**src/rtl/dds_wavegen.sv**
```systemverilog
// DDS engine: phase accumulator, phase offset, quarter-wave sine table, sine/square/saw/triangle select.
// Define DDS_AMP_SCALE_EN to add the amp_in port and an amplitude-scaling fourth stage.
module dds_wavegen #(
  parameter int                 PHASE_W   = 32,
  parameter int                 ADDR_W    = 10,
  parameter int                 DATA_W    = 12,
  parameter logic [PHASE_W-1:0] FTW_RESET = 32'h0040_0000
) (
  input  logic               clk,
  input  logic               rst,
  input  logic               en,
  input  logic [PHASE_W-1:0] ftw_in,
  input  logic               ftw_valid,
  output logic               ftw_ready,
  input  logic [PHASE_W-1:0] pow_in,
  input  logic [1:0]         mode,
`ifdef DDS_AMP_SCALE_EN
  input  logic [DATA_W-1:0]  amp_in,
`endif
  output logic [DATA_W-1:0]  out_data,
  output logic               out_valid,
  output logic               out_wrap
);

  localparam int QDEPTH = 2 ** (ADDR_W - 2);
  localparam logic [DATA_W-1:0] MID  = {1'b1, {(DATA_W-1){1'b0}}};
  localparam logic [DATA_W-1:0] FULL = {DATA_W{1'b1}};
  localparam logic [DATA_W-1:0] ONE  = {{(DATA_W-1){1'b0}}, 1'b1};

  // Quarter-wave entry round((2^(DATA_W-1)-1)*sin(pi*(2k+1)/2^ADDR_W)), Q30 Taylor series at elaboration.
  function automatic logic [DATA_W-2:0] lut_entry(input int k);
    longint x, x2, term, sum, amp;
    x    = (64'sd3373259426 * longint'(2 * k + 1)) >>> ADDR_W;
    x2   = (x * x) >>> 30;
    term = x;
    sum  = x;
    for (int n = 1; n < 12; n++) begin
      term = -((term * x2) >>> 30) / longint'((2 * n) * (2 * n + 1));
      sum  = sum + term;
    end
    amp = (longint'(1) <<< (DATA_W - 1)) - 1;
    return (DATA_W-1)'((amp * sum + (longint'(1) <<< 29)) >>> 30);
  endfunction

  logic [DATA_W-2:0] lut [QDEPTH];
  for (genvar gi = 0; gi < QDEPTH; gi++) begin : g_lut
    localparam logic [DATA_W-2:0] ENTRY = lut_entry(gi);
    assign lut[gi] = ENTRY;
  end

  // Accumulator and tuning-word handshake
  logic [PHASE_W-1:0] acc, ftw_active, ftw_pend;
  logic               pending, acc_wrap;
  logic [PHASE_W:0]   acc_sum;
  logic               wrap_now, ftw_take;

  assign acc_sum   = {1'b0, acc} + {1'b0, ftw_active};
  assign wrap_now  = en & acc_sum[PHASE_W];
  assign ftw_take  = ftw_valid & ~pending;
  assign ftw_ready = ~pending;

  always_ff @(posedge clk) begin
    if (rst) begin
      acc        <= '0;
      acc_wrap   <= 1'b0;
      ftw_active <= FTW_RESET;
      pending    <= 1'b0;
    end else begin
      if (en) begin
        acc      <= acc_sum[PHASE_W-1:0];
        acc_wrap <= acc_sum[PHASE_W];
      end
      if (pending && (wrap_now || !en)) begin
        ftw_active <= ftw_pend;
        pending    <= 1'b0;
      end else if (ftw_take) begin
        pending <= 1'b1;
      end
    end
  end

  always_ff @(posedge clk) begin
    if (ftw_take) ftw_pend <= ftw_in;
  end

  // Stage 1: offset phase, with mode and wrap flag travelling beside it
  logic [PHASE_W-1:0] ph_p1;
  logic [1:0]         mode_p1;
  logic               wrap_p1, vld_p1;
  logic               unused_ph;

  assign unused_ph = ^ph_p1;

  always_ff @(posedge clk) begin
    ph_p1   <= acc + pow_in;
    mode_p1 <= mode;
    wrap_p1 <= acc_wrap;
  end

  always_ff @(posedge clk) begin
    if (rst) vld_p1 <= 1'b0;
    else     vld_p1 <= en;
  end

  // Stage 2: table read with quadrant mirroring; non-sine waves formed here
  logic [1:0]        quad;
  logic [ADDR_W-3:0] k_idx, rd_idx;
  logic [DATA_W-1:0] tri_t, alt_s;
  logic [DATA_W-2:0] mag_p2;
  logic [DATA_W-1:0] alt_p2;
  logic [1:0]        mode_p2;
  logic              neg_p2, wrap_p2, vld_p2;

  assign quad   = ph_p1[PHASE_W-1 -: 2];
  assign k_idx  = ph_p1[PHASE_W-3 -: ADDR_W-2];
  assign rd_idx = quad[0] ? ~k_idx : k_idx;
  assign tri_t  = ph_p1[PHASE_W-2 -: DATA_W];

  always_comb begin
    alt_s = '0;
    case (mode_p1)
      2'b01:   alt_s = ph_p1[PHASE_W-1] ? ONE : FULL;
      2'b10:   alt_s = ph_p1[PHASE_W-1 -: DATA_W];
      2'b11:   alt_s = ph_p1[PHASE_W-1] ? ~tri_t : tri_t;
      default: alt_s = '0;
    endcase
  end

  always_ff @(posedge clk) begin
    mag_p2  <= lut[rd_idx];
    neg_p2  <= quad[1];
    alt_p2  <= alt_s;
    mode_p2 <= mode_p1;
    wrap_p2 <= wrap_p1;
  end

  always_ff @(posedge clk) begin
    if (rst) vld_p2 <= 1'b0;
    else     vld_p2 <= vld_p1;
  end

  // Stage 3: sign the sine magnitude around MID and select the output wave
  logic [DATA_W-1:0] sine_s, samp_p3;
  logic              vld_p3, wrap_p3;

  assign sine_s = neg_p2 ? (MID - {1'b0, mag_p2}) : (MID + {1'b0, mag_p2});

  always_ff @(posedge clk) begin
    if (rst) begin
      samp_p3 <= MID;
      vld_p3  <= 1'b0;
      wrap_p3 <= 1'b0;
    end else begin
      vld_p3  <= vld_p2;
      wrap_p3 <= vld_p2 & wrap_p2;
      if (vld_p2) samp_p3 <= (mode_p2 == 2'b00) ? sine_s : alt_p2;
    end
  end

`ifdef DDS_AMP_SCALE_EN
  localparam int PW = 2 * DATA_W + 2;
  localparam logic signed [PW-1:0] FULL_X = PW'(FULL);

  function automatic logic [DATA_W-1:0] sat_sample(input logic signed [PW-1:0] v);
    if (v < 1)           return ONE;
    else if (v > FULL_X) return FULL;
    else                 return v[DATA_W-1:0];
  endfunction

  // Stage 4: scale deviation from MID by amp_in (unity = 2^(DATA_W-1)) and clamp
  logic signed [DATA_W:0] dev_s;
  logic signed [PW-1:0]   prod_s, scaled_s;
  logic [DATA_W-1:0]      samp_p4;
  logic                   vld_p4, wrap_p4;

  assign dev_s    = $signed({1'b0, samp_p3}) - $signed({1'b0, MID});
  assign prod_s   = dev_s * $signed({1'b0, amp_in});
  assign scaled_s = (prod_s >>> (DATA_W - 1)) + $signed(PW'(MID));

  always_ff @(posedge clk) begin
    if (rst) begin
      samp_p4 <= MID;
      vld_p4  <= 1'b0;
      wrap_p4 <= 1'b0;
    end else begin
      vld_p4  <= vld_p3;
      wrap_p4 <= vld_p3 & wrap_p3;
      if (vld_p3) samp_p4 <= sat_sample(scaled_s);
    end
  end

  assign out_data  = samp_p4;
  assign out_valid = vld_p4;
  assign out_wrap  = wrap_p4;
`else
  assign out_data  = samp_p3;
  assign out_valid = vld_p3;
  assign out_wrap  = wrap_p3;
`endif

endmodule
```
**config.mk**
```make
export PLATFORM = sky130hd
export DESIGN_NAME = dds_wavegen
export DESIGN_NICKNAME = d
export VERILOG_FILES = /design/src/rtl/dds_wavegen.sv
export SDC_FILE = /design/constraint.sdc
export NUM_CORES = 1
export LEC_CHECK = 0
export ABC_AREA = 1
export CAP_MARGIN = 15
export CORE_ASPECT_RATIO = 0.75
export CORE_MARGIN = 2
export CORE_UTILIZATION = 61
export DETAILED_ROUTE_END_ITERATION = 10
export PLACE_DENSITY = 0.79
export SYNTH_ARGS = -nofsm -noshare
export SYNTH_HDL_FRONTEND = slang
export SYNTH_SLANG_ARGS = --single-unit
```
**constraint.sdc**
```tcl
create_clock -name clk -period 3.25 [get_ports clk]
set_input_delay 0.65 -clock clk [delete_from_list [all_inputs] [get_ports clk]]
set_output_delay 0.65 -clock clk [all_outputs]
set_load 0.01 [all_outputs]
```
* Word level (Yosys, flattened, before mapping) *
Memories as Yosys holds them, arrays and structs flattened. A register that Yosys moved wholly into a read port is not among the register bits.
Index checks and enable logic that the tools add are counted.

storage, ports and cells
  memories kept = 1
  memory bits (read-only) = 2816
  register bits after elaboration = 165
  logic and storage cells = 43

memory list
  memory            depth  width  read ports  clocked after Yosys merged registers in  wr ports  RTL line  RTL
  (name not given)  256    11     1           1                                        0         130       mag_p2 <= lut[rd_idx];

operators by class
  reductions and logical operators = 5
  bitwise operators = 7
  mux-type cells = 6
  add/subtract/negate cells = 4
  equality and inequality tests = 3

operators by type and width
  kind                                                                   count
  12-bit two-way mux                                                     4
  12-bit one-hot mux with 3 select lines                                 1
  32-bit by 32-bit adder with 33-bit output                              1
  32-bit adder                                                           1
  12-bit by 11-bit adder with 12-bit output (first input constant)       1
  12-bit inverter                                                        1
  12-bit by 11-bit subtractor with 12-bit output (first input constant)  1
  8-bit inverter with 9-bit output                                       1
  8-bit two-way mux                                                      1
  8-bit inverter                                                         1
  2-bit == test (second input constant)                                  2
  1-bit AND                                                              3
  2-bit by 1-bit == test with 1-bit output (second input constant)       1
  2-bit zero test                                                        1
  2-bit OR reduction                                                     1
  1-bit logical AND                                                      1
  1-bit zero test                                                        1
  1-bit logical OR                                                       1
  1-bit inverter                                                         1

* Logic depth before layout (Yosys ltp) *
Gate-level depths: netlist of the first run.

  word-level depth = 5
  gate-level depth with buffers = 18

* Least setup slack after synthesis of the first run *
OpenSTA, ideal clock, no wires.

  path type = input -> register
  start point = input ftw_valid
  end point = register ftw_pend[0] (enable)
  path buffers = 0
  stages on the path = 2
  data required time = 2.828 ns
  path slack = 0.789 ns
  arrival = 2.039 ns
  cell sequence = inv_1 > nor2_1

on the way
  longest elaborated chain between the ends = 1

ends and longest elaborated chain
  element               RTL line  RTL
  start, declared       13        input logic ftw_valid,
  1-bit AND             59        assign ftw_take = ftw_valid & ~pending;
  named net ftw_take    55        logic wrap_now, ftw_take;
  end signal, assigned  83        if (ftw_take) ftw_pend <= ftw_in;
  end, declared         52        logic [PHASE_W-1:0] acc, ftw_active, ftw_pend;

The timed path passes the listed nets, and every way through them passes these cells.
A chain may end at the register's enable or synchronous reset.

* Worst setup path in the final report of the first run *
  start point = register ph_p1[30]
  end point = register mag_p2[4]

on the way
  longest elaborated chain between the ends = 2

ends and longest elaborated chain
  element                                                 RTL line  RTL
  start, declared                                         87        logic [PHASE_W-1:0] ph_p1;
  start signal, assigned                                  95        ph_p1 <= acc + pow_in;
  8-bit two-way mux                                       116       assign rd_idx = quad[0] ? ~k_idx : k_idx;
  8-bit inverter with 9-bit output (implied by the code)  130
  end, declared                                           109       logic [DATA_W-2:0] mag_p2;

Every way passes these cells.

==> results of run 1 <==
[cell type report]
cell class | count | area (sq um) | share of cell area
timing repair buffer | 111 | 1060 | 0.0758
inverter | 243 | 912 | 0.0650
clock inverter | 15 | 173 | 0.0123
clock buffer | 17 | 425 | 0.0303
antenna | 1 | 2.50 | 0.000178
tap | 258 | 323 | 0.0230
sequential | 157 | 3460 | 0.247
multi-input combinational | 1551 | 7670 | 0.547
[through the flow]
stage               instances  hold WS, ns
floorplan                2023        0.310
global placement         2320        0.314
detailed placement       2320        0.315
CTS                      2352        0.332
global route             2352        0.341
finish                   2353        0.338
[critical path: stages, from the launching register on]
cell and delay, ns:
sky130_fd_sc_hd__dfxtp_1 0.47, sky130_fd_sc_hd__buf_4 0.28, sky130_fd_sc_hd__nand2_1 0.09, sky130_fd_sc_hd__nand2_1 0.10
sky130_fd_sc_hd__buf_4 0.25, sky130_fd_sc_hd__ha_1 0.31, sky130_fd_sc_hd__inv_1 0.08, sky130_fd_sc_hd__nand2_1 0.22
sky130_fd_sc_hd__nand3_1 0.26, sky130_fd_sc_hd__nand2_1 0.14, sky130_fd_sc_hd__nand2_1 0.06, sky130_fd_sc_hd__a21oi_1 0.36
sky130_fd_sc_hd__nand2_1 0.12, sky130_fd_sc_hd__nand3_1 0.09
[worst min-delay path by stage]
stage / start / endpoint / slack [ns]
floorplan: wrap_p1 / wrap_p2 / 0.31
global placement: wrap_p1 / wrap_p2 / 0.31
detailed placement: wrap_p1 / wrap_p2 / 0.31
CTS: wrap_p1 / wrap_p2 / 0.33
global route: wrap_p1 / wrap_p2 / 0.34
finish: wrap_p1 / wrap_p2 / 0.34
[sequential cells by signal, indices dropped and copies added (netlist names), 2 cells and up]
register	flops
mag_p2	11
ph_p1	13
out_data	12
ftw_active	32
acc	32
mode_p1	2
ftw_pend	32
mode_p2	2
alt_p2	12
[routing by layer]
layer  GRT usage  up-vias  wire length (microns)
li1            -     6643                      -
met1       0.587     6144                  19100
met2       0.501      935                  15200
met3       0.130      110                   6190
met4      0.0875        2                    809
met5           0        -                     11
[cell usage after synthesis (all sizes together) (2+ instances only)]
cell,count,area share
o211ai,9,0.0058
o221ai,3,0.0021
xnor2,9,0.0084
dfxtp,125,0.20
and2,2,0.0010
ha,77,0.077
o21bai,8,0.0048
edfxtp,32,0.077
o21ai,86,0.035
nand2,656,0.20
a21oi,144,0.059
nand3,238,0.096
inv,241,0.073
o21a,4,0.0024
nor4,3,0.0020
xor2,17,0.013
clkinv,2,0.00060
clkbuf,29,0.0087
a21o,12,0.0072
or2,7,0.0035
nor2,226,0.070
nand3b,6,0.0036
a31oi,6,0.0030
a21boi,2,0.0012
nand4,10,0.0050
nor3,18,0.0072
a22oi,2,0.0012
buf,43,0.026
[cell families (layout without fill, tap and decap cells)]
logic type,Yosys count,after routing
DFF,157,157
buffers and inverters,315,386
and+or+nand+nor,1167,1167
AOI/OAI and AO/OA,280,280
xor gates and xnor gates,26,26
adders and majority gates,78,78
other,0,1
[power by group through the flow]
stage          Sequential (W)  Combinational (W)  Clock, W
3_3_place_gp          0.00253            0.00434         0
4_1_cts               0.00249            0.00436   0.00202
3_5_place_dp          0.00253            0.00431         0
6_report              0.00251            0.00464   0.00201
5_1_grt               0.00253            0.00495   0.00209
2_1_floorplan         0.00240            0.00314         0
[cells in the final DEF (no fill, tap or decap), types with 6 or more instances in the layout]
cell and count:
sky130_fd_sc_hd__o21ai_1 12, sky130_fd_sc_hd__nand3b_1 6, sky130_fd_sc_hd__o21ai_0 74, sky130_fd_sc_hd__or2_2 7
sky130_fd_sc_hd__inv_2 7, sky130_fd_sc_hd__a21oi_1 140, sky130_fd_sc_hd__nor2_1 218, sky130_fd_sc_hd__clkdlybuf4s50_1 83
sky130_fd_sc_hd__nand2_2 16, sky130_fd_sc_hd__a31oi_1 6, sky130_fd_sc_hd__a21o_1 12, sky130_fd_sc_hd__inv_1 234
sky130_fd_sc_hd__nand2_1 637, sky130_fd_sc_hd__dfxtp_1 124, sky130_fd_sc_hd__ha_1 77, sky130_fd_sc_hd__o21bai_1 8
sky130_fd_sc_hd__nand3_1 237, sky130_fd_sc_hd__clkbuf_16 17, sky130_fd_sc_hd__nor2_2 7, sky130_fd_sc_hd__nor3_1 18
sky130_fd_sc_hd__o211ai_1 8, sky130_fd_sc_hd__nand4_1 10, sky130_fd_sc_hd__buf_4 25, sky130_fd_sc_hd__xnor2_1 7
sky130_fd_sc_hd__xor2_1 16, sky130_fd_sc_hd__edfxtp_1 32
==> impl_metrics.prom, run 1 <==
# TYPE chip_impl_metric gauge
chip_impl_metric{name="die-height",unit="microns"} 128
chip_impl_metric{name="grt_usage",unit=""} 0.381
chip_impl_info{name="worstSetupEndpointType",value="register"} 1
chip_impl_metric{name="area.growth.synth_to_final",unit="%"} 12.6
chip_impl_info{name="cts-root-buf",value="sky130_fd_sc_hd__clkbuf_16"} 1
chip_impl_metric{name="timing.setup.tns",unit="ns"} 0
chip_impl_metric{name="drv.max_cap_violation_count",unit=""} 0
chip_impl_metric{name="p_switching",unit="W"} 0.00447
chip_impl_metric{name="syn-cell-area",unit="sq um"} 12500
chip_impl_metric{name="num-nets-final",unit=""} 2229
chip_impl_metric{name="seq_power_share",unit=""} 0.274
chip_impl_metric{name="syn_area_per_cell",unit="sq um"} 6.16
chip_impl_metric{name="power.static_leakage",unit="nW"} 7.24
chip_impl_metric{name="post-route-min-period",unit="ns"} 2.90
chip_impl_info{name="outcome",value="finished, final reports clean"} 1
chip_impl_metric{name="finalMaxSlewViolations",unit=""} 0
chip_impl_metric{name="power_density_over_the_cells",unit="nW/um^2"} 653
chip_impl_metric{name="clkLatencyLatePin",unit="ns"} 0.43
chip_impl_info{name="synth_top_family_by_area",value="simple AND/OR/NAND/NOR gates"} 1
chip_impl_metric{name="power.share.clock",unit=""} 0.219
chip_impl_metric{name="yosys_warnings",unit=""} 0
chip_impl_metric{name="share_of_the_yosys_chip_area_belonging_to_registers",unit=""} 0.278
chip_impl_metric{name="worst-r2r-setup-slack",unit="ns"} 0.35
chip_impl_metric{name="synthSimpleGateAreaFrac",unit=""} 0.391
chip_impl_metric{name="comb_power_share",unit=""} 0.507
chip_impl_metric{name="grt_max_degree",unit=""} 68
chip_impl_metric{name="fin_area",unit="sq um"} 14000
chip_impl_metric{name="initial_utilization",unit=""} 0.618
chip_impl_metric{name="crit_arrival",unit="ns"} 3.28
chip_impl_metric{name="cts_buffer_depth",unit=""} 2
chip_impl_info{name="worst_hold_path_type",value="reg -> reg"} 1
chip_impl_info{name="critical_path.reg2reg.startpoint",value="ph_p1[30]"} 1
chip_impl_metric{name="final-hold-violation-count",unit=""} 0
chip_impl_metric{name="setup_slack_after_layout",unit="ns"} 0.347
chip_impl_metric{name="routed_wl",unit="microns"} 41400
chip_impl_metric{name="postSynthRegisterBits",unit=""} 157
chip_impl_info{name="clock_tree_from_tritoncts",value="done"} 1
chip_impl_metric{name="ys_async_sr_fraction",unit=""} 0
chip_impl_metric{name="p_sw_frac",unit=""} 0.488
chip_impl_info{name="timing.setup.critical_path_class",value="reg -> reg"} 1
chip_impl_metric{name="global_route.overflow_total",unit=""} 0
chip_impl_metric{name="post_cts_buffers",unit=""} 0
chip_impl_metric{name="power_report.internal_total",unit="W"} 0.00469
chip_impl_metric{name="cts.repair.resized",unit=""} 0
chip_impl_metric{name="detailed_place_hpwl",unit="microns"} 31500
chip_impl_metric{name="drt-wirelength-per-cell",unit="microns"} 17.6
chip_impl_metric{name="initialDrtViolationCount",unit=""} 2250
chip_impl_metric{name="preCtsSetupSlack",unit="ns"} 0.507
chip_impl_info{name="critical_path.startpoint",value="ph_p1[30]"} 1
chip_impl_info{name="rsz0062_at_grt",value="no"} 1
chip_impl_metric{name="relSlewSlack",unit=""} 0.419
chip_impl_metric{name="dr.pass1.iters",unit=""} 7
chip_impl_metric{name="worstPathMaxFanout",unit=""} 14
chip_impl_metric{name="setup_viol_count_final",unit=""} 0
chip_impl_metric{name="synth-adder-area-share",unit=""} 0.0789
chip_impl_metric{name="timing.critical_path.required",unit="ns"} 3.63
chip_impl_info{name="ys.flop_type",value="sky130_fd_sc_hd__dfxtp_1"} 1
chip_impl_metric{name="synth.area.mux_share",unit=""} 0
chip_impl_metric{name="achievable-frequency",unit="GHz"} 0.344
chip_impl_metric{name="route.detailed.vias_per_inst",unit=""} 5.88
chip_impl_metric{name="syn_nets",unit=""} 2171
chip_impl_metric{name="synthesis.instances",unit=""} 2023
chip_impl_info{name="worstReg2RegEnd",value="mag_p2[4]"} 1
chip_impl_metric{name="rr_worst_depth",unit=""} 13
chip_impl_metric{name="hold_depth",unit=""} 0
chip_impl_info{name="cp-endpoint",value="mag_p2[4]"} 1
chip_impl_metric{name="final_core_util",unit=""} 0.696
chip_impl_metric{name="ir_worst_vdd",unit="V"} 0.000403
chip_impl_metric{name="antenna_found_initial",unit=""} 2
chip_impl_info{name="start_kind",value="register"} 1
chip_impl_metric{name="drive_above_1_share",unit=""} 0.0535
chip_impl_metric{name="tritoncts.num_buffers",unit=""} 17
chip_impl_metric{name="top_level_pins",unit=""} 85
chip_impl_metric{name="io_buffers",unit=""} 84
chip_impl_metric{name="synth-edff-count",unit=""} 32
chip_impl_metric{name="first_pass_grt_wire_length",unit="microns"} 64500
chip_impl_metric{name="dpl-instance-area",unit="sq um"} 13400
chip_impl_metric{name="xor_xnor_portion_of_the_synthesized_cell_area",unit=""} 0.0210
chip_impl_metric{name="synthDistinctLibCells",unit=""} 50
chip_impl_metric{name="drcViolationCount",unit=""} 0
chip_impl_metric{name="route.vias.total",unit=""} 13800
chip_impl_metric{name="nFillCells",unit=""} 1792
chip_impl_metric{name="place_congestion",unit=""} 1.10
chip_impl_metric{name="chipWidth",unit="microns"} 169
chip_impl_metric{name="layout_worst_path_cycle_share",unit=""} 0.893
chip_impl_metric{name="cts_max_level",unit=""} 4
chip_impl_metric{name="floorplan.die_area",unit="sq um"} 21600
chip_impl_metric{name="grt_pass1_vias",unit=""} 12200
chip_impl_metric{name="path_clk_slew",unit="ns"} 0.08
chip_impl_metric{name="fin_skew",unit="ns"} 0.0196
chip_impl_metric{name="cts.sink_count",unit=""} 157
chip_impl_metric{name="report.power.total",unit="W"} 0.00916
chip_impl_metric{name="max_slew.worst_pin.slew",unit="ns"} 0.869
chip_impl_metric{name="synth-compound-area-share",unit=""} 0.124
chip_impl_metric{name="count_of_hold_fix_buffers_inserted_at_cts",unit=""} 0
chip_impl_metric{name="detail-route-antenna-nets",unit=""} 0
chip_impl_metric{name="core.rowCount",unit=""} 45
chip_impl_metric{name="floorplan.core_area",unit="sq um"} 20200
Note: power is estimated with default switching activity, not from simulation.
==> run 2, diff against run 1 <==
--- a/config.mk
+++ b/config.mk
@@ -11,6 +11,7 @@
 export CORE_MARGIN = 2
 export CORE_UTILIZATION = 61
 export DETAILED_ROUTE_END_ITERATION = 10
+export GPL_ROUTABILITY_DRIVEN = 1
 export PLACE_DENSITY = 0.79
 export SYNTH_ARGS = -nofsm -noshare
 export SYNTH_HDL_FRONTEND = slang
==> constraint.sdc (replaced) <==
create_clock -name clk -period 3.25 [get_ports clk]
set_input_delay 0.65 -clock clk [delete_from_list [all_inputs] [get_ports clk]]
set_output_delay 0.65 -clock clk [all_outputs]
set_load 0.005 [all_outputs]
==> results of run 2 <==
The final DEF is identical to that of run 1. Status: finished, final reports clean.
